$ cat src/rtl/rgb_float_feeder.sv
// Pixel FIFO in front of the RGB-to-HSV datapath: buffers 8-bit RGB pixels and
// presents each one as three exact IEEE-754 single-precision channels.
module rgb_float_feeder #(
    parameter int unsigned FIFO_DEPTH = 4,
    parameter int unsigned LVL_W      = $clog2(FIFO_DEPTH) + 1
) (
    input  logic             clk,
    input  logic             rst_n,
    input  logic [23:0]      pix_data,
    input  logic             pix_valid,
    output logic             pix_ready,
    output logic [95:0]      out_data,
    output logic             out_valid,
    input  logic             out_ready,
    output logic [LVL_W-1:0] fifo_level,
    output logic [15:0]      pix_count
);

    localparam int unsigned PTR_W = $clog2(FIFO_DEPTH);

    logic [23:0]      mem [FIFO_DEPTH];
    logic [PTR_W-1:0] wr_ptr_q;
    logic [PTR_W-1:0] rd_ptr_q;
    logic             push;
    logic             pop;
    logic             loadable;
    logic             accept;
    logic [23:0]      head;
    logic [95:0]      head_f32;

    // An 8-bit integer always fits the 24-bit significand, so the conversion is exact.
    function automatic logic [31:0] to_f32(input logic [7:0] c);
        logic [31:0] r;
        r = '0;
        for (int i = 0; i < 8; i++) begin
            if (c[i]) begin
                r = {1'b0, 8'(127 + i), 23'({15'b0, c} << (23 - i))};
            end
        end
        return r;
    endfunction

    always_comb begin
        pix_ready = (fifo_level != LVL_W'(FIFO_DEPTH));
        push      = pix_valid && pix_ready;
        accept    = out_valid && out_ready;
        loadable  = !out_valid || out_ready;
        pop       = (fifo_level != '0) && loadable;
        head      = mem[rd_ptr_q];
        head_f32  = {to_f32(head[23:16]), to_f32(head[15:8]), to_f32(head[7:0])};
    end

    // Storage carries no reset; entries are only read after being written.
    always_ff @(posedge clk) begin
        if (push) begin
            mem[wr_ptr_q] <= pix_data;
        end
    end

    always_ff @(posedge clk or negedge rst_n) begin
        if (!rst_n) begin
            wr_ptr_q   <= '0;
            rd_ptr_q   <= '0;
            fifo_level <= '0;
        end else begin
            if (push) begin
                wr_ptr_q <= wr_ptr_q + 1'b1;
            end
            if (pop) begin
                rd_ptr_q <= rd_ptr_q + 1'b1;
            end
            if (push && !pop) begin
                fifo_level <= fifo_level + 1'b1;
            end else if (pop && !push) begin
                fifo_level <= fifo_level - 1'b1;
            end
        end
    end

    always_ff @(posedge clk or negedge rst_n) begin
        if (!rst_n) begin
            out_data  <= '0;
            out_valid <= 1'b0;
            pix_count <= '0;
        end else begin
            if (pop) begin
                out_data  <= head_f32;
                out_valid <= 1'b1;
            end else if (accept) begin
                out_valid <= 1'b0;
            end
            if (accept) begin
                pix_count <= pix_count + 1'b1;
            end
        end
    end

endmodule
$ cat config.mk
export PLATFORM = sky130hd
export DESIGN_NAME = rgb_float_feeder
export DESIGN_NICKNAME = d
export VERILOG_FILES = /design/src/rtl/rgb_float_feeder.sv
export SDC_FILE = /design/constraint.sdc
export NUM_CORES = 1
export LEC_CHECK = 0
export ABC_CLOCK_PERIOD_IN_PS = 3400
export BUFFER_PORTS_ARGS = -buffer_cell sky130_fd_sc_hd__buf_2
export CORE_MARGIN = 4
export CORE_UTILIZATION = 30
export DETAILED_ROUTE_END_ITERATION = 7
export SYNTH_ARGS = -nofsm -noshare
export SYNTH_HDL_FRONTEND = slang
export SYNTH_SLANG_ARGS = --single-unit
$ cat constraint.sdc
create_clock -name clk -period 3.4 [get_ports clk]
set_clock_uncertainty 0.2 [all_clocks]
set_input_delay 1.02 -clock clk [delete_from_list [all_inputs] [get_ports clk]]
set_output_delay 1.02 -clock clk [all_outputs]
set_load 0.02 [all_outputs]
# Yosys cells after proc, flatten, opt, wreduce, memory -nomap -nowiden
# Memories as Yosys holds them, arrays and structs flattened.
# Index checks and enable logic that the tools add are counted.
totals:
  reg_bits: 120
  ram_bits: 96
  out_inout_bits: 117
  elab_cells: 55
  mem_count: 1
classes:
  add_sub_neg: 5
  n_eq_ne: 1
  n_mux: 30
  n_reduce_logical: 12
memory_table:
  columns: ["memory", "words", "width", "read_ports", "rd_ports_with_merged_regs", "write_ports", "line", "rtl"]
  rows:
  - ["mem", 4, 24, 1, 0, 1, "21", "logic [23:0] mem [FIFO_DEPTH];"]
op_table:
  columns: ["cell", "n"]
  rows:
  - ["2-to-1 mux 31 bit", 21]
  - ["2-to-1 mux 30 bit", 3]
  - ["adder 16 x 1 -> 16 bit, second input constant", 1]
  - ["2-to-1 mux 3 bit", 2]
  - ["logical AND 1 bit", 5]
  - ["adder 2 x 1 -> 2 bit, second input constant", 2]
  - ["2-to-1 mux 1 bit", 4]
  - ["nonzero test 2 bit", 2]
  - ["adder 3 x 1 -> 3 bit, second input constant", 1]
  - ["zero test 1 bit", 3]
  - ["inequality test 3 bit, second input constant", 1]
  - ["nonzero test 3 bit", 1]
  - ["subtractor 3 x 1 -> 3 bit, second input constant", 1]
  - ["logical OR 1 bit", 1]

# Depth between registers and ports, before layout
# An unclocked memory read counts as a cell.
depth:
  depth_word: 9
  mapped_depth: 10
  depth_no_buf: 9

# Least setup slack after synthesis
# Ideal clock, no wire load.
synth_timing:
  path_type: "input to register"
  startpoint: "input out_ready"
  endpoint: "register fifo_level[1]"
  setup_ns: 0.125
  arrival_ns: 2.751
  setup_slack_ns: 0.324
  stages: 8
  path_cell_list: "inv_1 a21oi_2 clkinv_1 clkbuf_1 ha_1 inv_1 fa_1 mux2_2"
synth_between:
  elab_chain_len: 5
  word_cells_on_any_way: 7
  cone_classes: "mux (1); reduce/logical (6)"
synth_lines:
  columns: ["item", "line", "rtl"]
  rows:
  - ["start: declaration", "14", "input logic out_ready,"]
  - ["logical OR 1 bit *", "47", "loadable = !out_valid || out_ready;"]
  - ["logical AND 1 bit *", "48", "pop = (fifo_level != '0) && loadable;"]
  - ["zero test 1 bit", "72", "if (push && !pop) begin"]
  - ["logical AND 1 bit", "72", null]
  - ["2-to-1 mux 3 bit or nonzero test 2 bit (tied branches)", null, null]
  - ["end signal: assignment", "73", "fifo_level <= fifo_level + 1'b1;"]
  - ["end signal: assignment", "75", "fifo_level <= fifo_level - 1'b1;"]
  - ["end: declaration", "15", "output logic [LVL_W-1:0] fifo_level,"]
# Mark *: on every way between the ends. The rest lies on a longest branch, timed or not.
# A chain may end at the register's enable or synchronous reset.

# Final worst setup path
layout_timing:
  startpoint: "register fifo_level[0]"
  endpoint: "output pix_ready"
layout_between:
  elab_chain_len: 1
layout_lines:
  columns: ["item", "line", "rtl"]
  rows:
  - ["inequality test 3 bit", "44", "pix_ready = (fifo_level != LVL_W'(FIFO_DEPTH));"]
  - ["end: declaration", "11", "output logic pix_ready,"]
# Every way passes these cells.

==> summary.txt <==
Floorplanning
  • Die Ht: 163.1 microns
  • I/O pins: roughly 150
  • DIE AREA: approximately 27,000 sq um
  • Num rows: 56
  • Chip width: 163.1 microns
  • Initial Util: 0.3065
  • Core Footprint: 23,540 sq um

Worst setup path
  • FF-to-FF setup slack: approximately 1000 ps
  • Max incr delay on CP: between 400 and 500 ps
  • CP cell instances: nor2_1 > nand2_1 > buf_2
  • FF-to-FF Start: rd_ptr_q[0]
  • Worst setup path class: register to output pin
  • Crit Path Max Fanout: 6
  • Crit path DAT: between 1000 and 1500 ps
  • Reg2reg path depth: 6
  • Data required time of the worst path: between 2000 and 2500 ps
  • CP Capture Type: output pin
  • Critical path launch point type: register
  • CP max stage cell: dfrtp_1
  • R2R Path End: out_data[86]

Pwr
  • Switch share: 0.3938
  • P_int: around 0.0048 W
  • Peak VDD IR: between 0.0002 and 0.0003 V
  • Combinational power share: 0.414
  • Register share of total power: 0.351
  • Power density cells: about 950 nW/um^2
  • Clock power share: 0.235
  • Static Leak: ~3.3 nW
  • Switching power: a little over 0.003 W

Min path
  • Worst hold path type: register to register
  • Hold Path Depth: 2
  • Hold EP: out_data[30]
  • HP Start: out_data[30]

STA
  • Fin crit share: 0.7410
  • Setup Viol. Count Final: 0
  • Clock period minus worst slack: 2519 ps
  • Fmax: 396.9 MHz
  • Setup TNS: 0 ps
  • Relative slew slack: 0.4855
  • Slew Viols, Final: 0
  • Final hold viol count: 0
  • RSZ-0062 raised after global routing: false
  • Least-Margin Pin Slew: between 700 and 800 ps

Clock network
  • CTS Buf Count: 17
  • CTS Buffer Depth: 2
  • Resize count post-CTS: 0
  • Worst-path clk slew: ~70 ps
  • H-tree Lvls: 4
  • Post-CTS Setup Inserts: 0
  • CTS root buffer: clkbuf_16
  • Post-CTS Hold Fix Bufs: 0
  • Sink Count: between 150 and 200
  • Worst skew pair latency: ~430 ps
  • CTS tree: built

GRT
  • GRT overflow: 0
  • Met1 GRT Util: 0.1551
  • Gr usage total: 0.1103
  • First-pass GRT wire length: 22.61 mm
  • Vias in the first global route: slightly below 4,000
  • Met3 Use GR: 0.04012
  • GR peak layer: met2
  • Initial antenna violation count: 5
  • GR Util met2: 0.1602
  • Largest net degree at the start of global routing: 61

Detailed routing
  • Post-route ant nets: 0
  • Total wire length: around 15 mm
  • Routed via count: around 4,300
  • Wire per inst: around 15 microns
  • Via density: between 4 and 5
  • Initial DRT Pass Iterations: 4
  • # DRC: 0
  • DRT iter0 DRCs: approximately 230

Place
  • Post-DP HPWL: 9.854 mm
  • RD Place Congestion: 0.7827
  • Post-DP Area: just under 8000 sq um
  • Port-buffer cells: 93

Synth
  • Synthesized cell area: between 7000 and 8000 sq um
  • XOR/XNOR Fraction of Synth Area: 0.02549
  • Synth unique cells: 54
  • Syn avg cell area: about 13 sq um
  • Post-Synth Adder-Cell Area: 0.01318
  • Post-synth EDFFs: 96
  • Post-Synth Simple-Gate Area: 0.09813
  • Register area share after synthesis: 0.6075
  • Number of synthesis warnings: 0
  • Compound-Gate Fraction of Synth Area: 0.07854
  • Largest family of logic cells by synthesized area: buffers and inverters
  • Cell count after synthesis: about 550
  • Top_reg_cell synth: edfxtp_1
  • Yosys reg bits: between 150 and 200
  • Mux cell area share after synthesis: 0.07802
  • Fraction of registers with async set/reset: 0.3846

Finish
  • Commonest non-fill, non-tap cells in the layout: edfxtp_1, buf_2, dfrtp_1
  • Area growth syn-to-layout: 14.74%
  • Final instance area: between 8000 and 9000 sq um
  • Final Net Count: roughly 670
  • Layout cell share with drive strength beyond 1: 0.2631
  • Commonest non-fill, non-tap cell in the layout: edfxtp_1

Job
  • Max-capacitance violation count: 0

Outcome
  • Run status: completed
==> cell usage after synthesis (10+ instances only) <==
cell,number,share of area
nand3_1,10,0.0069
a21oi_1,33,0.023
o21ai_1,12,0.0083
buf_4,60,0.062
nand2_1,54,0.028
inv_1,12,0.0062
xnor2_1,17,0.021
o21ai_0,13,0.0090
nor2_1,30,0.016
nor2b_1,15,0.013
edfxtp_1,96,0.40
dfrtp_1,60,0.21
mux4_2,24,0.075
==> logic make-up (layout without fill, tap and decap cells) <==
| logic type | Yosys count | in the layout |
|---|---|---|
| other | 1 | 53 |
| buffers and inverters | 97 | 150 |
| flip-flops | 156 | 156 |
| adder cells (fa/ha/maj) | 7 | 7 |
| AO/OA/AOI/OAI | 94 | 94 |
| multiplexers | 26 | 26 |
| XOR/XNOR | 21 | 21 |
| AND/OR/NAND/NOR | 145 | 145 |
==> power groups by stage <==
stage	clock network, W	logic, W	registers (W)
floorplan	0	0.00235	0.00306
global placement	0	0.00327	0.00280
detailed placement	0	0.00330	0.00281
CTS	0.00190	0.00331	0.00278
global route	0.00199	0.00363	0.00282
finish	0.00185	0.00327	0.00277
==> area by class of cell <==
type	count	area (sq um)
flip-flops and latches	156	4384
clock buffers	17	425.4
clock inverters	15	148.9
multi-input cells	344	2308
well taps	319	399.1
repair buffers	103	553.0
inverters	15	56.30
fillers	2288	15260
diodes	2	5.005
==> per-layer routing <==
| metal | part of all wire | up-vias |
|---|---|---|
| met5 | 0.0019 | - |
| met4 | 0.012 | 6 |
| met3 | 0.061 | 21 |
| met2 | 0.45 | 118 |
| met1 | 0.48 | 2097 |
| li1 | - | 2065 |
==> flip-flops by register name (all words and copies together) (netlist names) <==
signal	cells
wr_ptr_q	2
rd_ptr_q	2
out_data	36
pix_count	16
fifo_level	3
mem	96
out_valid	1
==> worst max path at each step <==
stage             startpoint             to  slack (ps)
6_report       fifo_level[0]      pix_ready         880
5_1_grt        fifo_level[0]      pix_ready         780
4_1_cts        fifo_level[0]      pix_ready         860
3_5_place_dp       pix_valid  fifo_level[2]         680
3_3_place_gp       out_ready  fifo_level[1]         710
2_1_floorplan      out_ready  fifo_level[1]         320
==> worst max-delay path, delay by kind of cell, from the launching register on <==
family	cells	cell delay, ps
buf+inv	1	190
flops	1	450
simple gates	2	230
==> through the flow <==
stage / utilization / hold slack, ps / total power (W) / std cells / setup slack [ps]
after detailed placement: 0.3271 / 252.2 / 0.006112 / 937 / 680.2
after CTS: 0.3515 / 267.1 / 0.007987 / 969 / 864.0
final: 0.3517 / 259.3 / 0.007884 / 971 / 880.6
after global routing: 0.3517 / 303.6 / 0.008436 / 971 / 776.0
after global placement: 0.3271 / 250.7 / 0.006076 / 937 / 710.2
after floorplan: - / 379.6 / 0.005411 / 597 / 324.5
No activity file was read; power rests on OpenSTA's default activity.
